## src/rtl/dmem_arbiter_pkg.sv

```systemverilog
// Shared encodings for the data-memory arbiter: access sizes, FSM state codes
// and the alignment rule applied to every request before it reaches memory.
package dmem_arbiter_pkg;

  localparam logic [2:0] LEN_BYTE = 3'b001;
  localparam logic [2:0] LEN_HALF = 3'b010;
  localparam logic [2:0] LEN_WORD = 3'b100;

  typedef enum logic [1:0] {
    S_IDLE   = 2'd0,
    S_ACCESS = 2'd1,
    S_DONE   = 2'd2
  } state_t;

  // Unknown sizes and naturally misaligned halves/words never touch memory.
  function automatic logic access_illegal(input logic [2:0] len, input logic [1:0] addr_lo);
    logic bad;
    bad = 1'b1;
    case (len)
      LEN_BYTE: bad = 1'b0;
      LEN_HALF: bad = addr_lo[0];
      LEN_WORD: bad = (addr_lo != 2'b00);
      default:  bad = 1'b1;
    endcase
    return bad;
  endfunction

endpackage

```

## src/rtl/rr_arb2.sv

```systemverilog
// Two-way round-robin picker: a sole requester wins outright, a tie goes to the
// port that did not win last time. Purely combinational.
module rr_arb2 (
  input  logic [1:0] req,
  input  logic [1:0] last_grant,
  output logic [1:0] gnt
);

  always_comb begin
    gnt = 2'b00;
    case (req)
      2'b01:   gnt = 2'b01;
      2'b10:   gnt = 2'b10;
      2'b11:   gnt = last_grant[0] ? 2'b10 : 2'b01;
      default: gnt = 2'b00;
    endcase
  end

endmodule

```

## src/rtl/dmem_arbiter.sv

```systemverilog
// Shares the single-ported data memory between the CPU MEM stage and the debug
// port: round-robin grant, req/ack handshake, wait states and alignment checks.
module dmem_arbiter
  import dmem_arbiter_pkg::*;
#(
  parameter int WAIT_CYCLES = 0,
  parameter int AW          = 32,
  parameter int DW          = 32
) (
  input  logic          clk,
  input  logic          rst,

  input  logic          cpu_req_i,
  input  logic          cpu_we_i,
  input  logic [2:0]    cpu_len_i,
  input  logic [AW-1:0] cpu_addr_i,
  input  logic [DW-1:0] cpu_wdata_i,
  output logic          cpu_ack_o,
  output logic          cpu_err_o,
  output logic [DW-1:0] cpu_rdata_o,
  output logic          cpu_stall_o,

  input  logic          dbg_req_i,
  input  logic          dbg_we_i,
  input  logic [2:0]    dbg_len_i,
  input  logic [AW-1:0] dbg_addr_i,
  input  logic [DW-1:0] dbg_wdata_i,
  output logic          dbg_ack_o,
  output logic          dbg_err_o,
  output logic [DW-1:0] dbg_rdata_o,

  output logic          mem_we_o,
  output logic [2:0]    mem_len_o,
  output logic [AW-1:0] mem_addr_o,
  output logic [DW-1:0] mem_wdata_o,
  input  logic [DW-1:0] mem_rdata_i,

  output logic [1:0]    grant_o
);

  localparam int CW = (WAIT_CYCLES > 0) ? $clog2(WAIT_CYCLES + 1) : 1;

  state_t        state;
  state_t        state_nxt;
  logic [CW-1:0] wait_cnt;
  logic          owner_dbg;
  logic [1:0]    last_grant;

  logic          lat_we;
  logic [2:0]    lat_len;
  logic [AW-1:0] lat_addr;
  logic [DW-1:0] lat_wdata;

  logic [DW-1:0] cpu_rdata_q;
  logic [DW-1:0] dbg_rdata_q;
  logic          cpu_err_q;
  logic          dbg_err_q;

  logic [1:0]    gnt;
  logic          sel_we;
  logic [2:0]    sel_len;
  logic [AW-1:0] sel_addr;
  logic [DW-1:0] sel_wdata;
  logic          sel_illegal;
  logic          take;
  logic          final_access;

  rr_arb2 u_rr (
    .req        ({dbg_req_i, cpu_req_i}),
    .last_grant (last_grant),
    .gnt        (gnt)
  );

  assign sel_we      = gnt[1] ? dbg_we_i    : cpu_we_i;
  assign sel_len     = gnt[1] ? dbg_len_i   : cpu_len_i;
  assign sel_addr    = gnt[1] ? dbg_addr_i  : cpu_addr_i;
  assign sel_wdata   = gnt[1] ? dbg_wdata_i : cpu_wdata_i;
  assign sel_illegal = access_illegal(sel_len, sel_addr[1:0]);

  // Requests are only looked at in IDLE, so a req held through DONE counts as a new one.
  assign take         = (state == S_IDLE) && (gnt != 2'b00);
  assign final_access = (state == S_ACCESS) && (wait_cnt == '0);

  always_ff @(posedge clk or posedge rst) begin
    if (rst) begin
      state <= S_IDLE;
    end else begin
      state <= state_nxt;
    end
  end

  always_comb begin
    state_nxt   = state;
    mem_we_o    = 1'b0;
    mem_len_o   = lat_len;
    mem_addr_o  = lat_addr;
    mem_wdata_o = lat_wdata;
    grant_o     = 2'b00;
    cpu_ack_o   = 1'b0;
    dbg_ack_o   = 1'b0;
    case (state)
      S_IDLE: begin
        if (take) begin
          state_nxt = sel_illegal ? S_DONE : S_ACCESS;
        end
      end
      S_ACCESS: begin
        grant_o  = owner_dbg ? 2'b10 : 2'b01;
        mem_we_o = final_access & lat_we;
        if (final_access) begin
          state_nxt = S_DONE;
        end
      end
      S_DONE: begin
        grant_o   = owner_dbg ? 2'b10 : 2'b01;
        cpu_ack_o = ~owner_dbg;
        dbg_ack_o = owner_dbg;
        state_nxt = S_IDLE;
      end
      default: state_nxt = S_IDLE;
    endcase
  end

  always_ff @(posedge clk or posedge rst) begin
    if (rst) begin
      wait_cnt    <= '0;
      owner_dbg   <= 1'b0;
      last_grant  <= 2'b10;
      lat_we      <= 1'b0;
      lat_len     <= 3'b000;
      lat_addr    <= '0;
      lat_wdata   <= '0;
      cpu_rdata_q <= '0;
      dbg_rdata_q <= '0;
      cpu_err_q   <= 1'b0;
      dbg_err_q   <= 1'b0;
    end else begin
      if (take) begin
        lat_we     <= sel_we;
        lat_len    <= sel_len;
        lat_addr   <= sel_addr;
        lat_wdata  <= sel_wdata;
        owner_dbg  <= gnt[1];
        last_grant <= gnt;
        wait_cnt   <= CW'(WAIT_CYCLES);
        if (gnt[1]) begin
          dbg_err_q <= sel_illegal;
        end else begin
          cpu_err_q <= sel_illegal;
        end
      end
      if (state == S_ACCESS) begin
        if (wait_cnt != '0) begin
          wait_cnt <= wait_cnt - 1'b1;
        end else if (!lat_we) begin
          if (owner_dbg) begin
            dbg_rdata_q <= mem_rdata_i;
          end else begin
            cpu_rdata_q <= mem_rdata_i;
          end
        end
      end
    end
  end

  assign cpu_rdata_o = cpu_rdata_q;
  assign dbg_rdata_o = dbg_rdata_q;
  assign cpu_err_o   = cpu_err_q;
  assign dbg_err_o   = dbg_err_q;
  assign cpu_stall_o = cpu_req_i & ~cpu_ack_o;

endmodule

```

## config.mk

```make
export PLATFORM = sky130hd
export DESIGN_NAME = dmem_arbiter
export DESIGN_NICKNAME = d
export VERILOG_FILES = /design/src/rtl/dmem_arbiter_pkg.sv /design/src/rtl/rr_arb2.sv /design/src/rtl/dmem_arbiter.sv
export SDC_FILE = /design/constraint.sdc
export NUM_CORES = 1
export LEC_CHECK = 0
export CAP_MARGIN = 15
export CORE_UTILIZATION = 35
export DETAILED_ROUTE_END_ITERATION = 16
export PLACE_DENSITY = 0.73
export SETUP_SLACK_MARGIN = 0.1
export SLEW_MARGIN = 10
export SYNTH_ARGS = -nofsm -noshare
export SYNTH_HDL_FRONTEND = slang
export SYNTH_SLANG_ARGS = --single-unit
```

## constraint.sdc

```tcl
create_clock -name clk -period 12.08 [get_ports clk]
set_input_delay 1.208 -clock clk [delete_from_list [all_inputs] [get_ports clk]]
set_output_delay 1.208 -clock clk [all_outputs]
set_load 0.005 [all_outputs]
```

==> results of run 1 <==
[flip-flops by register name, summed over array words and instances, names as in the netlist]
register	count
cpu_rdata_o	32
dbg_rdata_o	32
mem_addr_o	32
mem_wdata_o	32
mem_len_o	3
state	2
cpu_err_o	1
dbg_err_o	1
last_grant	1
lat_we	1
owner_dbg	1
wait_cnt	1
[report_power, final]
group | switching, mW | leakage [nW] | total (mW) | internal [mW]
Combinational | 0.372 | 2.35 | 1.02 | 0.652
Clock | 0.201 | 0.275 | 0.498 | 0.297
Sequential | 0.130 | 1.71 | 0.820 | 0.690
[layer usage]
| layer | vias to the layer above | track usage (%) | part of all wire (%) |
|---|---|---|---|
| met1 | 2285 | 24.0 | 41 |
| li1 | 2216 | - | - |
| met3 | 28 | 5.75 | 7.6 |
| met2 | 254 | 34.7 | 49 |
| met5 | - | 0 | 0 |
| met4 | 0 | 8.72 | 2.6 |
[cell usage after synthesis (all sizes together)]
library cell	instances
nor4b	1
ha	3
a22oi	1
and2	2
buf	19
a211oi	2
inv	55
nor2	8
dfrtp	139
mux2i	22
a22o	2
o211a	1
a222oi	44
nor3b	1
mux2	64
nand2	24
clkbuf	10
and3	1
a21oi	6
o21ai	28
nor4	3
or4b	2
and2b	2
o31ai	1
a21o	1
[cells in the final DEF (no fill, tap or decap), types with 7 or more instances in the layout]
cell type / n
a222oi_1: 44
clkbuf_16: 17
mux2_2: 32
mux2i_1: 22
mux2_4: 30
dfrtp_1: 139
nand2_1: 24
nor2_1: 7
clkdlybuf4s50_1: 310
inv_1: 53
o21ai_0: 26
[tightest hold or removal path, delay by kind of cell (launching register included)]
kind	cells	cell delay, ns
AOI/OAI and AO/OA	1	0.06
DFF	1	0.34
and+or+nand+nor	1	0.05
[logic make-up after synthesis]
group / Yosys count
buffers and inverters: 84
AOI/OAI and AO/OA: 86
adders and majority gates: 3
and+or+nand+nor: 44
muxes: 86
DFF: 139
[per-stage QoR]
step	utilization [%]	total power, mW	hold slack (ns)	cell area, sq um
floorplan	-	1.23	0.473	5860
global placement	56.8	1.82	0.462	9160
detailed placement	56.8	1.86	0.471	9160
CTS	60.4	2.37	0.484	9730
global route	60.4	2.49	0.502	9730
finish	60.4	2.34	0.477	9730
[final cells by class]
cell class	count	area share, %
repair buffers	316	32.3
inverters	55	2.17
clock inverters	12	1.17
multi-input cells	219	21.1
clock buffers	20	4.69
flip-flops and latches	139	35.7
well taps	216	2.78
[final timing paths]
path / cells past startpoint / start / end / slack, ns
max: 4 / cpu_req_i / cpu_stall_o / 8.32
max in group asynchronous: 3 / rst / mem_wdata_o[24]$_DFFE_PP0P_ / 9.43
min in group asynchronous: 2 / rst / cpu_rdata_o[27]$_DFFE_PP0P_ / 1.23
min reg2reg: 2 / mem_addr_o[12]$_DFFE_PP0P_ / mem_addr_o[12]$_DFFE_PP0P_ / 0.48
max reg2reg: 6 / state[0]$_DFFE_PP0P_ / last_grant[0]$_DFFE_PP0P_ / 9.77
min: 2 / mem_addr_o[12]$_DFFE_PP0P_ / mem_addr_o[12]$_DFFE_PP0P_ / 0.48
==> results.txt, run 1 <==
Arr. time, crit path -> 2.55 ns
min Tclk post-route -> 3.76 ns
vias in the first global route -> 5112
GRT Util Overall -> 20.4%
Critical Path Slowest Stage Cell -> clkdlybuf4s50_1
slowest stage delay, CP -> 0.55 ns
die height -> 131 um
DR WL/cell -> 17.4 um
Post-Synth Simple-Gate Area -> 4.17%
clock latency on the worst-skew pair -> 0.41 ns
initial core utilization -> 36.3%
Routability Congestion -> 0.809
clock sinks -> 139
port bufs -> 310
fin crit share -> 31.1%
Die Area -> 17300 sq um
crit path cell chain -> clkdlybuf4s50_1, inv_1, nor2_1, clkdlybuf4s50_1
FF/Latch Area -> 3480 sq um
fillcell total -> 1273
final WL -> 17000 um
area of the core -> 16100 sq um
Startpoint Class -> input port
initial DRC count -> 364
Slew Limit Fails -> 0
Post-Syn Area -> 5860 sq um
I/O pins -> 311
Longest Clk Path Bufs -> 2
Worst-path clk slew -> 0.06 ns
DP Wirelength -> 12500 um
Antenna diodes -> 0
gate count after technology mapping -> 442
CTS tree -> yes
grt ovf -> 0
status -> finished clean
worst slew pin tran -> 1.11 ns
clk_skew -> 0.00915 ns
nets -> 923
Clock H-tree levels -> 4
Final Hold Fails -> 0
leakage power -> 4.34 nW
Final WS setup -> 8.32 ns
Syn Nets -> 617
Hold Buf Count CTS -> 0
Seq/Total Area, Yosys -> 59.4%
flops & latches, synth -> 139
Synth top area share -> 59.4%
Initial DRT Pass Iterations -> 8
synth warn -> 0
layout cells sized above 1 -> 14.6%
area delta synth->final -> 66.2%
vias per cell -> 4.90
PwrDens -> 241 nW/um^2
largest net degree at the start of global routing -> 78
RSZ-0062 raised after global routing -> no
post-synthesis cell type count -> 33
Worst Path Max Fanout -> 3
HP Class -> reg2reg
main combinational cell family by area after synthesis -> multiplexers
DP Worst Slack -> 8.33 ns
compound-gate portion of the synthesized area -> 11.5%
worst path required time -> 10.87 ns
xor/xnor share of the synthesized area -> 0%
Setup Viol. Count Final -> 0
Adder-Cell Fraction of Synth Area -> 0.641%
setup tns final -> 0 ns
area of the multi-input gates -> 2050 sq um
MaxCap Viol Count -> 0
non-filler instance count after layout -> 977
Slew headroom -> 25.8%
post-CTS sizing -> 0
post-route ant nets -> 0
antenna violations before repair -> 0
Buf+Inv Stages, Crit Path -> 3
Crit Path Category -> in2out
top post-synthesis cells by area -> dfrtp_1, mux2_4, a222oi_1
vias after detailed routing -> 4783
mean post-synth cell area -> 13.2 sq um
largest area contributor in the netlist -> dfrtp_1
fmax -> 266 MHz
Row Count -> 46
mux cell area share after synthesis -> 18.0%
number of setup buffers added after CTS -> 0
delay-heaviest family, CP -> buffers and inverters
Die Span X -> 131 um
VDD IR-drop max -> 0.000156 V
CTS Root Cell -> clkbuf_16
total CTS buffers -> 17
first-pass GRT wire length -> 27300 um
CP endpoint kind -> primary output
CP dominant cell by count -> clkdlybuf4s50_1
Placed Instances -> 945
# DRC -> 0
(Power assumes the default switching activity.)
==> run 2: changes to the inputs <==
--- a/config.mk
+++ b/config.mk
@@ -8,7 +8,7 @@
 export CAP_MARGIN = 15
 export CORE_UTILIZATION = 35
 export DETAILED_ROUTE_END_ITERATION = 16
-export PLACE_DENSITY = 0.73
+export PLACE_DENSITY = 0.76
 export SETUP_SLACK_MARGIN = 0.1
 export SLEW_MARGIN = 10
 export SYNTH_ARGS = -nofsm -noshare
==> constraint.sdc (replaced) <==
create_clock -name clk -period 3.43 [get_ports clk]
set_input_delay 0.343 -clock clk [delete_from_list [all_inputs] [get_ports clk]]
set_output_delay 0.343 -clock clk [all_outputs]
set_load 0.005 [all_outputs]
==> run 2 against run 1 <==
Effect of this change:
- clock power grew to 4.0 times the previous value
- combinational power rose to 3.6 times the previous value
- hold slack worse by 0.041 ns
- sequential power rose to 3.5 times the previous value
- non-clock buffer count is 2 higher
- final area up 1.0%
- sequential cell count unchanged
- final cell count up 0.20%
- total power grew to 3.7 times the previous value
- core utilization increased by 0.61 points
- critical path type is now reg2out
- highest routed layer unchanged
==> results.txt, run 2 (synthesized netlist as in run 1, its figures left out) <==
status -> finished clean
Critical Path Slowest Stage Cell -> clkdlybuf4s50_1
fin crit share -> 69.1%
I/O pins -> 311
DP Worst Slack -> 1.05 ns
Slew headroom -> 46.4%
post-CTS sizing -> 0
port bufs -> 310
die height -> 131 um
Arr. time, crit path -> 2.03 ns
Die Area -> 17300 sq um
crit path cell chain -> inv_1, ha_1, inv_1, nor3b_1, clkdlybuf4s50_1
Row Count -> 46
Hold Buf Count CTS -> 0
Crit Path Category -> reg2out
setup tns final -> 0 ns
nets -> 925
Crit Reg-Reg Startpoint -> state[0]$_DFFE_PP0P_
initial core utilization -> 36.3%
area delta synth->final -> 67.9%
r2r endpoint -> mem_wdata_o[25]$_DFFE_PP0P_
clock latency on the worst-skew pair -> 0.42 ns
HP Class -> in2async
RSZ-0062 raised after global routing -> no
DR WL/cell -> 18.2 um
VDD IR-drop max -> 0.000500 V
Routability Congestion -> 0.819
CTS Root Cell -> clkbuf_16
CP dominant cell by count -> inv_1
GRT Util Overall -> 21.4%
most common cell after layout, fill and taps aside -> clkdlybuf4s50_1
vias per cell -> 5.02
final WL -> 17800 um
largest net degree at the start of global routing -> 140
Worst-path clk slew -> 0.06 ns
CP Launch Point -> state[1]$_DFFE_PP0P_
antenna violations before repair -> 0
Slew Limit Fails -> 0
initial DRC count -> 334
grt ovf -> 0
post-route ant nets -> 0
Startpoint Class -> flop
Final WS setup -> 1.06 ns
Worst Path Max Fanout -> 5
leakage power -> 4.38 nW
most frequent cells in the layout -> clkdlybuf4s50_1, dfrtp_1, inv_1
CTS tree -> yes
DP Wirelength -> 12900 um
worst slew pin tran -> 0.802 ns
Longest Clk Path Bufs -> 2
clk_skew -> 0.00903 ns
number of setup buffers added after CTS -> 0
PwrDens -> 869 nW/um^2
Antenna diodes -> 0
Initial DRT Pass Iterations -> 8
fmax -> 422 MHz
total CTS buffers -> 17
min Tclk post-route -> 2.37 ns
vias in the first global route -> 5392
flop2flop setup slack -> 1.20 ns
CP endpoint kind -> primary output
MaxCap Viol Count -> 0
Die Span X -> 131 um
worst path required time -> 3.09 ns
Clock H-tree levels -> 4
first-pass GRT wire length -> 28600 um
Final Hold Fails -> 0
# DRC -> 0
clock sinks -> 139
slowest stage delay, CP -> 0.56 ns
worst-case hold slack -> 0.436 ns
area of the core -> 16100 sq um
layout cells sized above 1 -> 14.8%
Register-to-Register Path Depth -> 7
Setup Viol. Count Final -> 0
vias after detailed routing -> 4916
## run 2: per-stage QoR
stage	util, %	power [mW]	cell area (sq um)	instances
2_1_floorplan	-	4.34	5860	442
3_3_place_gp	57.0	6.46	9190	947
3_5_place_dp	57.0	6.59	9190	947
4_1_cts	61.0	8.65	9830	979
5_1_grt	61.0	9.03	9830	979
6_report	61.0	8.55	9830	979
## run 2: metal layers
layer,GRT usage (%),routed length (um),vias up
met5,0,0,-
met4,9.17,510,0
met3,6.37,1340,34
met2,38.7,9350,252
met1,23.2,6640,2412
li1,-,-,2218
## run 2: worst max-delay path by stage
stage | to | slack [ns] | cells after the start
after floorplan | cpu_err_o$_DFFE_PP0P_ | 1.35 | 1
after global placement | mem_wdata_o[31]$_DFFE_PP0P_ | 1.15 | 6
after detailed placement | mem_wdata_o[20]$_DFFE_PP0P_ | 1.05 | 6
after CTS | mem_we_o | 1.03 | 5
after global routing | mem_we_o | 0.93 | 5
final | mem_we_o | 1.06 | 5
## run 2: area by class of cell
class                   count  area [sq um]
repair buffers            318          3180
well taps                 216           270
inverters                  55           210
clock buffers              20           457
fillers                  1241          6280
flip-flops and latches    139          3480
multi-input cells         219          2050
clock inverters            12           186
## run 2: critical path: cells and delay by family, from the launching register on
family / cells / cell delay, ns
and+or+nand+nor: 1 / 0.22
DFF: 1 / 0.38
buffers and inverters: 3 / 0.80
adders and majority gates: 1 / 0.20
## run 2: report_power, final
group / switching [mW] / total (mW) / internal (mW) / leakage, nW
registers: 0.473 / 2.90 / 2.43 / 1.71
clock network: 0.720 / 1.99 / 1.27 / 0.309
logic: 1.35 / 3.66 / 2.31 / 2.36
==> run 3: changes to the inputs <==
==> constraint.sdc (replaced) <==
create_clock -name clk -period 2 [get_ports clk]
set_input_delay 0.2 -clock clk [delete_from_list [all_inputs] [get_ports clk]]
set_output_delay 0.2 -clock clk [all_outputs]
set_load 0.005 [all_outputs]
==> run 3 against run 2 <==
Effect of this change:
- non-clock buffer count rose by 17
- clock power up 69%
- combinational power rose by 77%
- sequential power grew 71%
- final area grew 2.9%
- wire length grew 1.1%
- first-iteration DRC count shrank 9.3%
- total power grew 73%
- register-to-register slack lost 1.0 ns
- hold slack worse by 0.22 ns
- sequential share of layout area is 1.0 points lower
- critical path type unchanged
- critical endpoint is now grant_o[0]
- largest power group unchanged
- highest routed layer unchanged
==> results.txt, run 3 (synthesized netlist as in run 1, its figures left out) <==
antenna violations before repair -> 0
Crit Path Category -> reg2out
leakage power -> 4.54 nW
PwrDens -> 1460 nW/um^2
Initial DRT Pass Iterations -> 5
crit path cell chain -> inv_1, ha_1, and2b_2, dlygate4sd2_1
MaxCap Viol Count -> 0
vias after detailed routing -> 4901
# DRC -> 0
slowest stage delay, CP -> 0.38 ns
Worst Path Max Fanout -> 3
initial DRC count -> 303
fin crit share -> 94.0%
Routability Congestion -> 0.837
fmax -> 532 MHz
Worst-path clk slew -> 0.06 ns
setup tns final -> 0 ns
clock sinks -> 139
Row Count -> 46
first-pass GRT wire length -> 28500 um
worst slew pin tran -> 0.588 ns
vias in the first global route -> 5254
Clock H-tree levels -> 4
layout cells sized above 1 -> 17.1%
GRT Util Overall -> 21.4%
Arr. time, crit path -> 1.68 ns
area delta synth->final -> 72.8%
initial core utilization -> 36.3%
worst-case hold slack -> 0.213 ns
most frequent cells in the layout -> clkdlybuf4s50_1, dfrtp_1, inv_1
Startpoint Class -> flop
VDD IR-drop max -> 0.000620 V
dpl cell area -> 9380 sq um
Critical Path Slowest Stage Cell -> dfrtp_1
I/O pins -> 311
worst path required time -> 1.80 ns
most common cell after layout, fill and taps aside -> clkdlybuf4s50_1
RSZ-0062 raised after global routing -> yes
DR WL/cell -> 18.1 um
largest net degree at the start of global routing -> 61
cell area after layout -> 10100 sq um
CTS Root Cell -> clkbuf_16
fillcell total -> 1203
die height -> 131 um
Die Area -> 17300 sq um
post-route ant nets -> 0
nets -> 942
min Tclk post-route -> 1.88 ns
CP endpoint kind -> primary output
final WL -> 18000 um
DP Wirelength -> 13300 um
Slew headroom -> 60.7%
HP Class -> in2async
area of the core -> 16100 sq um
clk_skew -> 0.00985 ns
total CTS buffers -> 17
Slew Limit Fails -> 0
Final Hold Fails -> 0
clock latency on the worst-skew pair -> 0.42 ns
Die Span X -> 131 um
Longest Clk Path Bufs -> 2
status -> finished clean
CTS tree -> yes
grt ovf -> 0
Antenna diodes -> 0
vias per cell -> 4.93
Hold Buf Count CTS -> 0
port bufs -> 310
Setup Viol. Count Final -> 0
==> run 3: cell count changes in the layout (fill, tap and decap cells not counted), moves of 2 or more <==
cell and change:
buf_12 +9, buf_4 +5, clkdlybuf4s50_1 -6, dlygate4sd2_1 +5
inv_1 -2, inv_6 +2
==> run 3: metrics by stage <==
step           instances  power [mW]  worst slack [ns]  utilization (%)
3_5_place_dp         958        11.4           -0.0150             58.2
6_report             995        14.8             0.119             62.8
4_1_cts              991        14.9            0.0723             62.3
3_3_place_gp         958        11.2           -0.0130             58.2
5_1_grt              995        15.6            0.0582             62.8
2_1_floorplan        442        7.44            0.0649                -
==> run 3: routing by layer <==
metal	track usage, %	vias to the layer above	wire, um
li1	-	2249	-
met1	24.6	2358	6960
met2	36.7	254	9200
met3	5.63	40	1230
met4	10.5	0	652
met5	0	-	0
==> run 3: final timing paths <==
path                                               endpoint  depth (start not counted)  slack, ns                       start
worst max-delay path                             grant_o[0]                          4       0.12        state[0]$_DFFE_PP0P_
worst min-delay path            dbg_rdata_o[23]$_DFFE_PP0P_                          2       0.21                         rst
worst max register to register   dbg_rdata_o[9]$_DFFE_PP0P_                          6       0.16        state[0]$_DFFE_PP0P_
worst min register to register   mem_addr_o[19]$_DFFE_PP0P_                          2       0.48  mem_addr_o[19]$_DFFE_PP0P_
max in group asynchronous       dbg_rdata_o[20]$_DFFE_PP0P_                          3       1.20                         rst
min in group clk                mem_wdata_o[15]$_DFFE_PP0P_                          3       0.38             dbg_wdata_i[15]
==> run 3: cell type report <==
class | instances | area [sq um] | share of cell area [%]
inverters | 55 | 215 | 2.13
repair buffers | 335 | 3460 | 34.2
clock inverters | 13 | 190 | 1.88
flip-flops and latches | 139 | 3480 | 34.4
well taps | 216 | 270 | 2.67
clock buffers | 18 | 439 | 4.34
multi-input cells | 219 | 2070 | 20.5
==> run 3: what timing repair did <==
item,CTS,global route
setup buffers,1,3
resized for setup,8,7
gates cloned,1,1
setup endpoints to repair,41,64
pin swaps,1,2
==> run 3: power by group <==
group | internal, mW | total [mW] | switching, mW
clock | 2.13 | 3.36 | 1.23
combinational | 4.13 | 6.47 | 2.34
sequential | 4.17 | 4.97 | 0.801
total | 10.4 | 14.8 | 4.37
==> run 3: worst max-delay path, delay by kind of cell (launching register included) <==
kind          cells  cell delay, ns
buf+inv           2            0.37
flops             1            0.38
fa+ha+maj         1            0.32
simple gates      1            0.20
